### src/rtl/puzzle_pkg.sv
// Shared constants and types for the 8-puzzle solver datapath.
//   DATA_W         : board/register width (4-bit blank position + 9 x 4-bit tiles)
//   INIT / IDEAL   : start board and goal board
//   TEMP_ADDR      : register holding the working board
//   DIRECTION_ADDR : register holding the move history
//   ckpt_t         : one checkpoint stack entry {working board, move history}
package puzzle_pkg;

    localparam int DATA_W = 40;

    localparam logic [DATA_W-1:0] INIT  = 40'h4_1234_0578_6;
    localparam logic [DATA_W-1:0] IDEAL = 40'h8_1234_5678_0;

    localparam int TEMP_ADDR      = 2;
    localparam int DIRECTION_ADDR = 3;

    typedef logic [2*DATA_W-1:0] ckpt_t;

endpackage

### src/rtl/ckpt_stack.sv
// LIFO of DEPTH entries used to checkpoint the working board and move history.
// A push writes the next free slot, a pop presents the top entry and removes it;
// both are single-cycle. Illegal requests are dropped and flagged.
// Ports:
//   clk, rst_n       : clock, synchronous active-low reset
//   push, pop        : requests (asserting both is an error, nothing happens)
//   clr_err          : clears sticky error flags (a new error in the same cycle wins)
//   push_data        : entry saved on an accepted push
//   pop_data         : current top entry (valid when not empty)
//   pop_ok           : an accepted pop this cycle; the parent restores pop_data
//   level/full/empty : occupancy
//   err_ovf/unf/both : sticky push-while-full, pop-while-empty, push-and-pop
module ckpt_stack #(
    parameter int DEPTH = 8,
    parameter int ENT_W = 2 * puzzle_pkg::DATA_W
) (
    input  logic                     clk,
    input  logic                     rst_n,
    input  logic                     push,
    input  logic                     pop,
    input  logic                     clr_err,
    input  logic [ENT_W-1:0]         push_data,
    output logic [ENT_W-1:0]         pop_data,
    output logic                     pop_ok,
    output logic [$clog2(DEPTH):0]   level,
    output logic                     full,
    output logic                     empty,
    output logic                     err_ovf,
    output logic                     err_unf,
    output logic                     err_both
);

    localparam int PTR_W = $clog2(DEPTH);
    localparam int LVL_W = PTR_W + 1;

    logic [ENT_W-1:0] mem [DEPTH];
    logic             push_ok;
    logic             set_ovf;
    logic             set_unf;
    logic             set_both;
    logic [PTR_W-1:0] top_idx;

    assign full     = (level == LVL_W'(DEPTH));
    assign empty    = (level == '0);

    assign push_ok  = push & ~pop & ~full;
    assign pop_ok   = pop & ~push & ~empty;
    assign set_ovf  = push & ~pop & full;
    assign set_unf  = pop & ~push & empty;
    assign set_both = push & pop;

    // When full, the low bits of level wrap to 0, so subtracting one still
    // lands on the last slot; DEPTH is a power of two.
    assign top_idx  = level[PTR_W-1:0] - PTR_W'(1);
    assign pop_data = mem[top_idx];

    // Entry contents are don't-care after reset, so the array has no reset.
    always_ff @(posedge clk) begin
        if (rst_n && push_ok) begin
            mem[level[PTR_W-1:0]] <= push_data;
        end
    end

    always_ff @(posedge clk) begin
        if (!rst_n) begin
            level    <= '0;
            err_ovf  <= 1'b0;
            err_unf  <= 1'b0;
            err_both <= 1'b0;
        end else begin
            if (push_ok) begin
                level <= level + LVL_W'(1);
            end else if (pop_ok) begin
                level <= level - LVL_W'(1);
            end
            err_ovf  <= set_ovf  | (err_ovf  & ~clr_err);
            err_unf  <= set_unf  | (err_unf  & ~clr_err);
            err_both <= set_both | (err_both & ~clr_err);
        end
    end

endmodule

### src/rtl/puzzle_regfile_ckpt.sv
// Register file for the 8-puzzle solver: NREG x DATA_W storage, N_RD
// asynchronous read ports, one write port, and a checkpoint stack that saves
// and restores the working-board / move-history pair in a single cycle.
// Ports:
//   clk, rst_n          : clock, synchronous active-low reset
//   rd_addr / rd_data   : packed read ports, port i uses slice i
//   we/wr_addr/wr_data  : write port (optionally forwarded to the read ports)
//   push, pop, clr_err  : checkpoint stack control
//   stk_level/full/empty: stack occupancy
//   err_ovf/unf/both    : sticky stack error flags
//   comp                : registered reg[CMP_A] == reg[CMP_B] (solved flag)
//   ord                 : live low bits of the move-history register
module puzzle_regfile_ckpt #(
    parameter int                 DATA_W    = puzzle_pkg::DATA_W,
    parameter int                 ADDR_W    = 4,
    parameter int                 N_RD      = 2,
    parameter int                 STK_DEPTH = 8,
    parameter int                 CKPT_A    = puzzle_pkg::TEMP_ADDR,
    parameter int                 CKPT_B    = puzzle_pkg::DIRECTION_ADDR,
    parameter int                 CMP_A     = 2,
    parameter int                 CMP_B     = 1,
    parameter int                 ORD_W     = 34,
    parameter logic [DATA_W-1:0]  INIT0     = puzzle_pkg::INIT,
    parameter logic [DATA_W-1:0]  INIT1     = puzzle_pkg::IDEAL,
    parameter bit                 BYPASS    = 1'b1
) (
    input  logic                         clk,
    input  logic                         rst_n,
    input  logic [N_RD*ADDR_W-1:0]       rd_addr,
    output logic [N_RD*DATA_W-1:0]       rd_data,
    input  logic                         we,
    input  logic [ADDR_W-1:0]            wr_addr,
    input  logic [DATA_W-1:0]            wr_data,
    input  logic                         push,
    input  logic                         pop,
    input  logic                         clr_err,
    output logic [$clog2(STK_DEPTH):0]   stk_level,
    output logic                         stk_full,
    output logic                         stk_empty,
    output logic                         err_ovf,
    output logic                         err_unf,
    output logic                         err_both,
    output logic                         comp,
    output logic [ORD_W-1:0]             ord
);

    import puzzle_pkg::*;

    localparam int                NREG   = 2 ** ADDR_W;
    localparam logic [ADDR_W-1:0] A_ADDR = ADDR_W'(CKPT_A);
    localparam logic [ADDR_W-1:0] B_ADDR = ADDR_W'(CKPT_B);

    logic [DATA_W-1:0]   regs [NREG];
    logic [2*DATA_W-1:0] push_data;
    logic [2*DATA_W-1:0] pop_data;
    logic                pop_ok;
    logic                wr_ok;

    assign push_data = {regs[CKPT_A], regs[CKPT_B]};

    ckpt_stack #(
        .DEPTH (STK_DEPTH),
        .ENT_W (2 * DATA_W)
    ) u_stack (
        .clk       (clk),
        .rst_n     (rst_n),
        .push      (push),
        .pop       (pop),
        .clr_err   (clr_err),
        .push_data (push_data),
        .pop_data  (pop_data),
        .pop_ok    (pop_ok),
        .level     (stk_level),
        .full      (stk_full),
        .empty     (stk_empty),
        .err_ovf   (err_ovf),
        .err_unf   (err_unf),
        .err_both  (err_both)
    );

    // A restore owns both checkpointed registers for that edge; a write to
    // any other register still goes through.
    assign wr_ok = we & ~(pop_ok & ((wr_addr == A_ADDR) | (wr_addr == B_ADDR)));

    always_ff @(posedge clk) begin
        if (!rst_n) begin
            for (int i = 0; i < NREG; i++) begin
                regs[i] <= '0;
            end
            regs[0] <= INIT0;
            regs[1] <= INIT1;
            comp    <= 1'b0;
        end else begin
            comp <= (regs[CMP_A] == regs[CMP_B]);
            if (wr_ok) begin
                regs[wr_addr] <= wr_data;
            end
            if (pop_ok) begin
                regs[CKPT_A] <= pop_data[2*DATA_W-1:DATA_W];
                regs[CKPT_B] <= pop_data[DATA_W-1:0];
            end
        end
    end

    // Forwarding follows the raw write request, even one a pop will drop;
    // restored pop data only shows up after the edge.
    for (genvar i = 0; i < N_RD; i++) begin : g_rd
        logic [ADDR_W-1:0] addr;
        assign addr = rd_addr[i*ADDR_W +: ADDR_W];
        assign rd_data[i*DATA_W +: DATA_W] =
            (BYPASS && we && (wr_addr == addr)) ? wr_data : regs[addr];
    end

    assign ord = regs[CKPT_B][ORD_W-1:0];

endmodule
### config.mk
export PLATFORM = sky130hd
export DESIGN_NAME = puzzle_regfile_ckpt
export DESIGN_NICKNAME = d
export VERILOG_FILES = /design/src/rtl/puzzle_pkg.sv /design/src/rtl/ckpt_stack.sv /design/src/rtl/puzzle_regfile_ckpt.sv
export SDC_FILE = /design/constraint.sdc
export NUM_CORES = 2
export LEC_CHECK = 0
export BUFFER_PORTS_ARGS = -buffer_cell sky130_fd_sc_hd__buf_4
export CAP_MARGIN = 20
export CORE_UTILIZATION = 55
export CTS_BUF_LIST = sky130_fd_sc_hd__clkbuf_8 sky130_fd_sc_hd__clkbuf_16
export CTS_CLUSTER_DIAMETER = 80
export DETAILED_ROUTE_END_ITERATION = 8
export HOLD_SLACK_MARGIN = 0.02
export PLACE_DENSITY = 0.83
export SETUP_SLACK_MARGIN = 0.4
export SYNTH_ARGS = -nofsm -noshare
export SYNTH_HDL_FRONTEND = slang
export SYNTH_SLANG_ARGS = --single-unit
export TNS_END_PERCENT = 20
### constraint.sdc
create_clock -name clk -period 15 [get_ports clk]
set_input_delay 0.75 -clock clk [delete_from_list [all_inputs] [get_ports clk]]
set_output_delay 0.75 -clock clk [all_outputs]
set_load 0.02 [all_outputs]
==> flow_summary.toml <==
[synthesis]
synth_fp_nets = 3448
synth_area_per_cell_sq_um = 17.7
synth_edf_count = 1280
synth_compound_area_share_pct = 3.57
yosys-mux-area-fraction_pct = 20.8
ys_seq_area_share_pct = 64.4
synth_top_family_by_area = "multiplexers"
ys_ff_latch = 1288
synth_warnings = 0
yosys.area_share.simple_pct = 7.83
synth_ff_type = "edfxtp_1"
postSynth.asyncResetShare_pct = 0
synth_xor_area_share_pct = 0.716
synth_cell_types = 42
synth_area_sq_um = 60000
postSynthCellCount = 3386
synth_fa_ha_area_share_pct = 0.0960

[drt]
antenna_left = 0
wl_per_cell_um = 33.4
vias = 34800
drc = 0
routed_wl_mm = 165
drt_iter0_drc = 5540
first_pass_iters = 6
viasPerCell = 7.04

[floorplanning]
coreArea_sq_um = 108000
row_count = 120
start_util_pct = 55.8
dieArea_sq_um = 110000
fp.dieW_um = 332
die_h_um = 332
pin_count = 182

[placement]
hpwl_mm = 93.6
place.gp.congestion = 0.875
io_buffer_count = 181
dpl_worst_slack_ns = 10.17

[timing]
worst_clock_skew_ns = 0.0266
min_period_over_period_pct = 32.4
tightestPinTransition_ns = 1.16
hold_violations = 0
rsz0062_at_grt = "false"
setup_viol = 0
setup_tns_ns = 0
slew_viol_final = 0
relSlewSlack_pct = 22.8
fmax_mhz = 206
layout_setup_ws_ns = 10.14
period_needed_ns = 4.86

[job]
maxCapViolCount = 0

[global_route]
grt_pass1_wl_mm = 239
grt_overflow = 0
grt_max_degree = 122
grt_pass1_vias = 34800
antenna_found_initial = 14
grt_use_total_pct = 29.8

[clocking]
cts_tree = "yes"
h-tree-depth = 3
cts_buffers = 120
cts_setup_buffers = 0
cts_resized = 0
clk_pin_slew_worst_paths_ns = 0.06
clock_latency_ns = 0.74
cts_buffer_depth = 3
cts_hold_buffers = 0
clockRootBuffer = "clkbuf_16"
clock-sinks = 1288

[setup_path]
critPathLaunchType = "input port"
worstSetupPathDepth = 7
cpMostUsedCell = "buf_4"
cp_slowest_stage_delay_ns = 0.92
criticalPathCategory = "in -> out"
end_kind = "output pin"
path_max_fanout = 60
critPathTopFamily = "buffers and inverters"
worstReg2RegStart = "u_stack.level[0]$_SDFFE_PN0P_"
r2r_end = "u_stack.mem[3][14]$_DFFE_PP_"
critPathLaunch = "rd_addr[0]"
cp.arrival_ns = 4.11
crit_end = "rd_data[35]"
worst-path-buf-inv = 3
r2r_cells = 7
ff2ff_setup_slack_ns = 10.28
cp.required_ns = 14.25
critical_path.cell_chain = "buf_8 > buf_4 > mux4_2 > nor2b_1 > a2111oi_1 > a211oi_1 > buf_4"
critical_path.slowest_cell = "a2111oi_1"

[status]
status = "finished, final reports clean"

[final_layout]
syn_to_final_growth_pct = 11.1
drive_above_1_share_pct = 27.5
final_common_cell = "edfxtp_1"
fin_util_pct = 62.0
nNetsFinal = 3492
final_cell_mix = "1280 x edfxtp_1, 532 x and2_1, 480 x mux4_2"

[pwr]
power_density_nw_per_um2 = 140
vdd_drop_max_uv = 106
fin_total_pwr_w = 0.00930
power_leakage_nw = 22.1

[min_path]
hold_path_class = "in -> reg"
==> synthesized netlist by cell type (all sizes together), types with 3 or more instances <==
cell	count	area (sq um)
edfxtp	1280	38400
and2	534	3340
mux4	480	10800
clkbuf	183	687
mux2i	161	1610
buf	148	883
nor2	106	398
o2bb2ai	80	701
a211oi	79	593
a2111oi	78	683
nor2b	78	488
xnor2	42	368
nand2b	34	213
o21ai	17	85.1
nand2	12	45.0
nand4	9	56.3
dfxtp	8	160
inv	8	30.0
xor2	7	61.3
nor3	6	30.0
nand3	5	25.0
or3	5	31.3
ha	3	37.5
nor4	3	18.8
==> report_power, final <==
part,internal [W],switching (W)
combinational,0.000737,0.000898
clock,0.00186,0.00138
sequential,0.00421,0.000225
total,0.00680,0.00250
==> worst register-to-register path, cell delays in order (launching register included) <==
cell	delay [ns]
dfxtp_4	0.92
inv_1	0.23
ha_4	0.25
and3b_1	0.19
or3_1	0.44
or3_1	0.51
nor2_4	0.87
buf_4	0.83
==> metrics by stage <==
| stage | std cells | cell area, sq um | hold slack (ns) |
|---|---|---|---|
| finish | 4944 | 66600 | 0.332 |
| global route | 4941 | 66600 | 0.327 |
| CTS | 4938 | 66600 | 0.304 |
| detailed placement | 4711 | 62400 | 0.564 |
| global placement | 4710 | 62400 | 0.559 |
| floorplan | 3386 | 60000 | 0.561 |
==> state kept, by name, indices dropped and copies added, names as in the netlist <==
signal,cells
u_stack.level,4
u_stack.mem,640
u_stack.err_both,1
comp,1
u_stack.err_unf,1
u_stack.err_ovf,1
regs,640
==> how the worst min path moves through the flow <==
| stage | startpoint | endpoint | slack [ns] | cells after the start |
|---|---|---|---|---|
| global placement | u_stack.err_ovf$_SDFF_PN0_ | u_stack.err_ovf$_SDFF_PN0_ | 0.56 | 2 |
| floorplan | regs[3][34]$_DFFE_PP_ | u_stack.mem[0][34]$_DFFE_PP_ | 0.56 | 0 |
| CTS | pop | u_stack.err_both$_SDFF_PN0_ | 0.30 | 3 |
| finish | pop | u_stack.err_unf$_SDFF_PN0_ | 0.33 | 3 |
| detailed placement | u_stack.err_unf$_SDFF_PN0_ | u_stack.err_unf$_SDFF_PN0_ | 0.56 | 2 |
| global route | pop | u_stack.err_unf$_SDFF_PN0_ | 0.33 | 3 |
==> routing by layer <==
| metal | GRT usage (%) | vias up | part of all wire (%) |
|---|---|---|---|
| li1 | - | 13600 | - |
| met1 | 40.2 | 17700 | 34 |
| met2 | 45.4 | 2949 | 47 |
| met3 | 8.72 | 485 | 14 |
| met4 | 13.2 | 4 | 4.6 |
| met5 | 0.608 | - | 0.015 |
==> cell families after synthesis <==
kind of cell             count (synthesis)
multiplexers                           643
AND/OR/NAND/NOR                        798
AO/OA/AOI/OAI                          264
adder cells (fa/ha/maj)                  4
buffers and inverters                  340
XOR/XNOR                                49
flip-flops                            1288
==> area by class of cell <==
class                   count  area, sq um
inverters                   9         33.8
well taps                1403         1760
diodes                      6         15.0
clock inverters           101         1090
repair buffers            253         1950
multi-input cells        1758        20100
flip-flops and latches   1288        38600
fillers                  7086        40900
clock buffers             126         3100
Power figures use the tool's default switching activity.
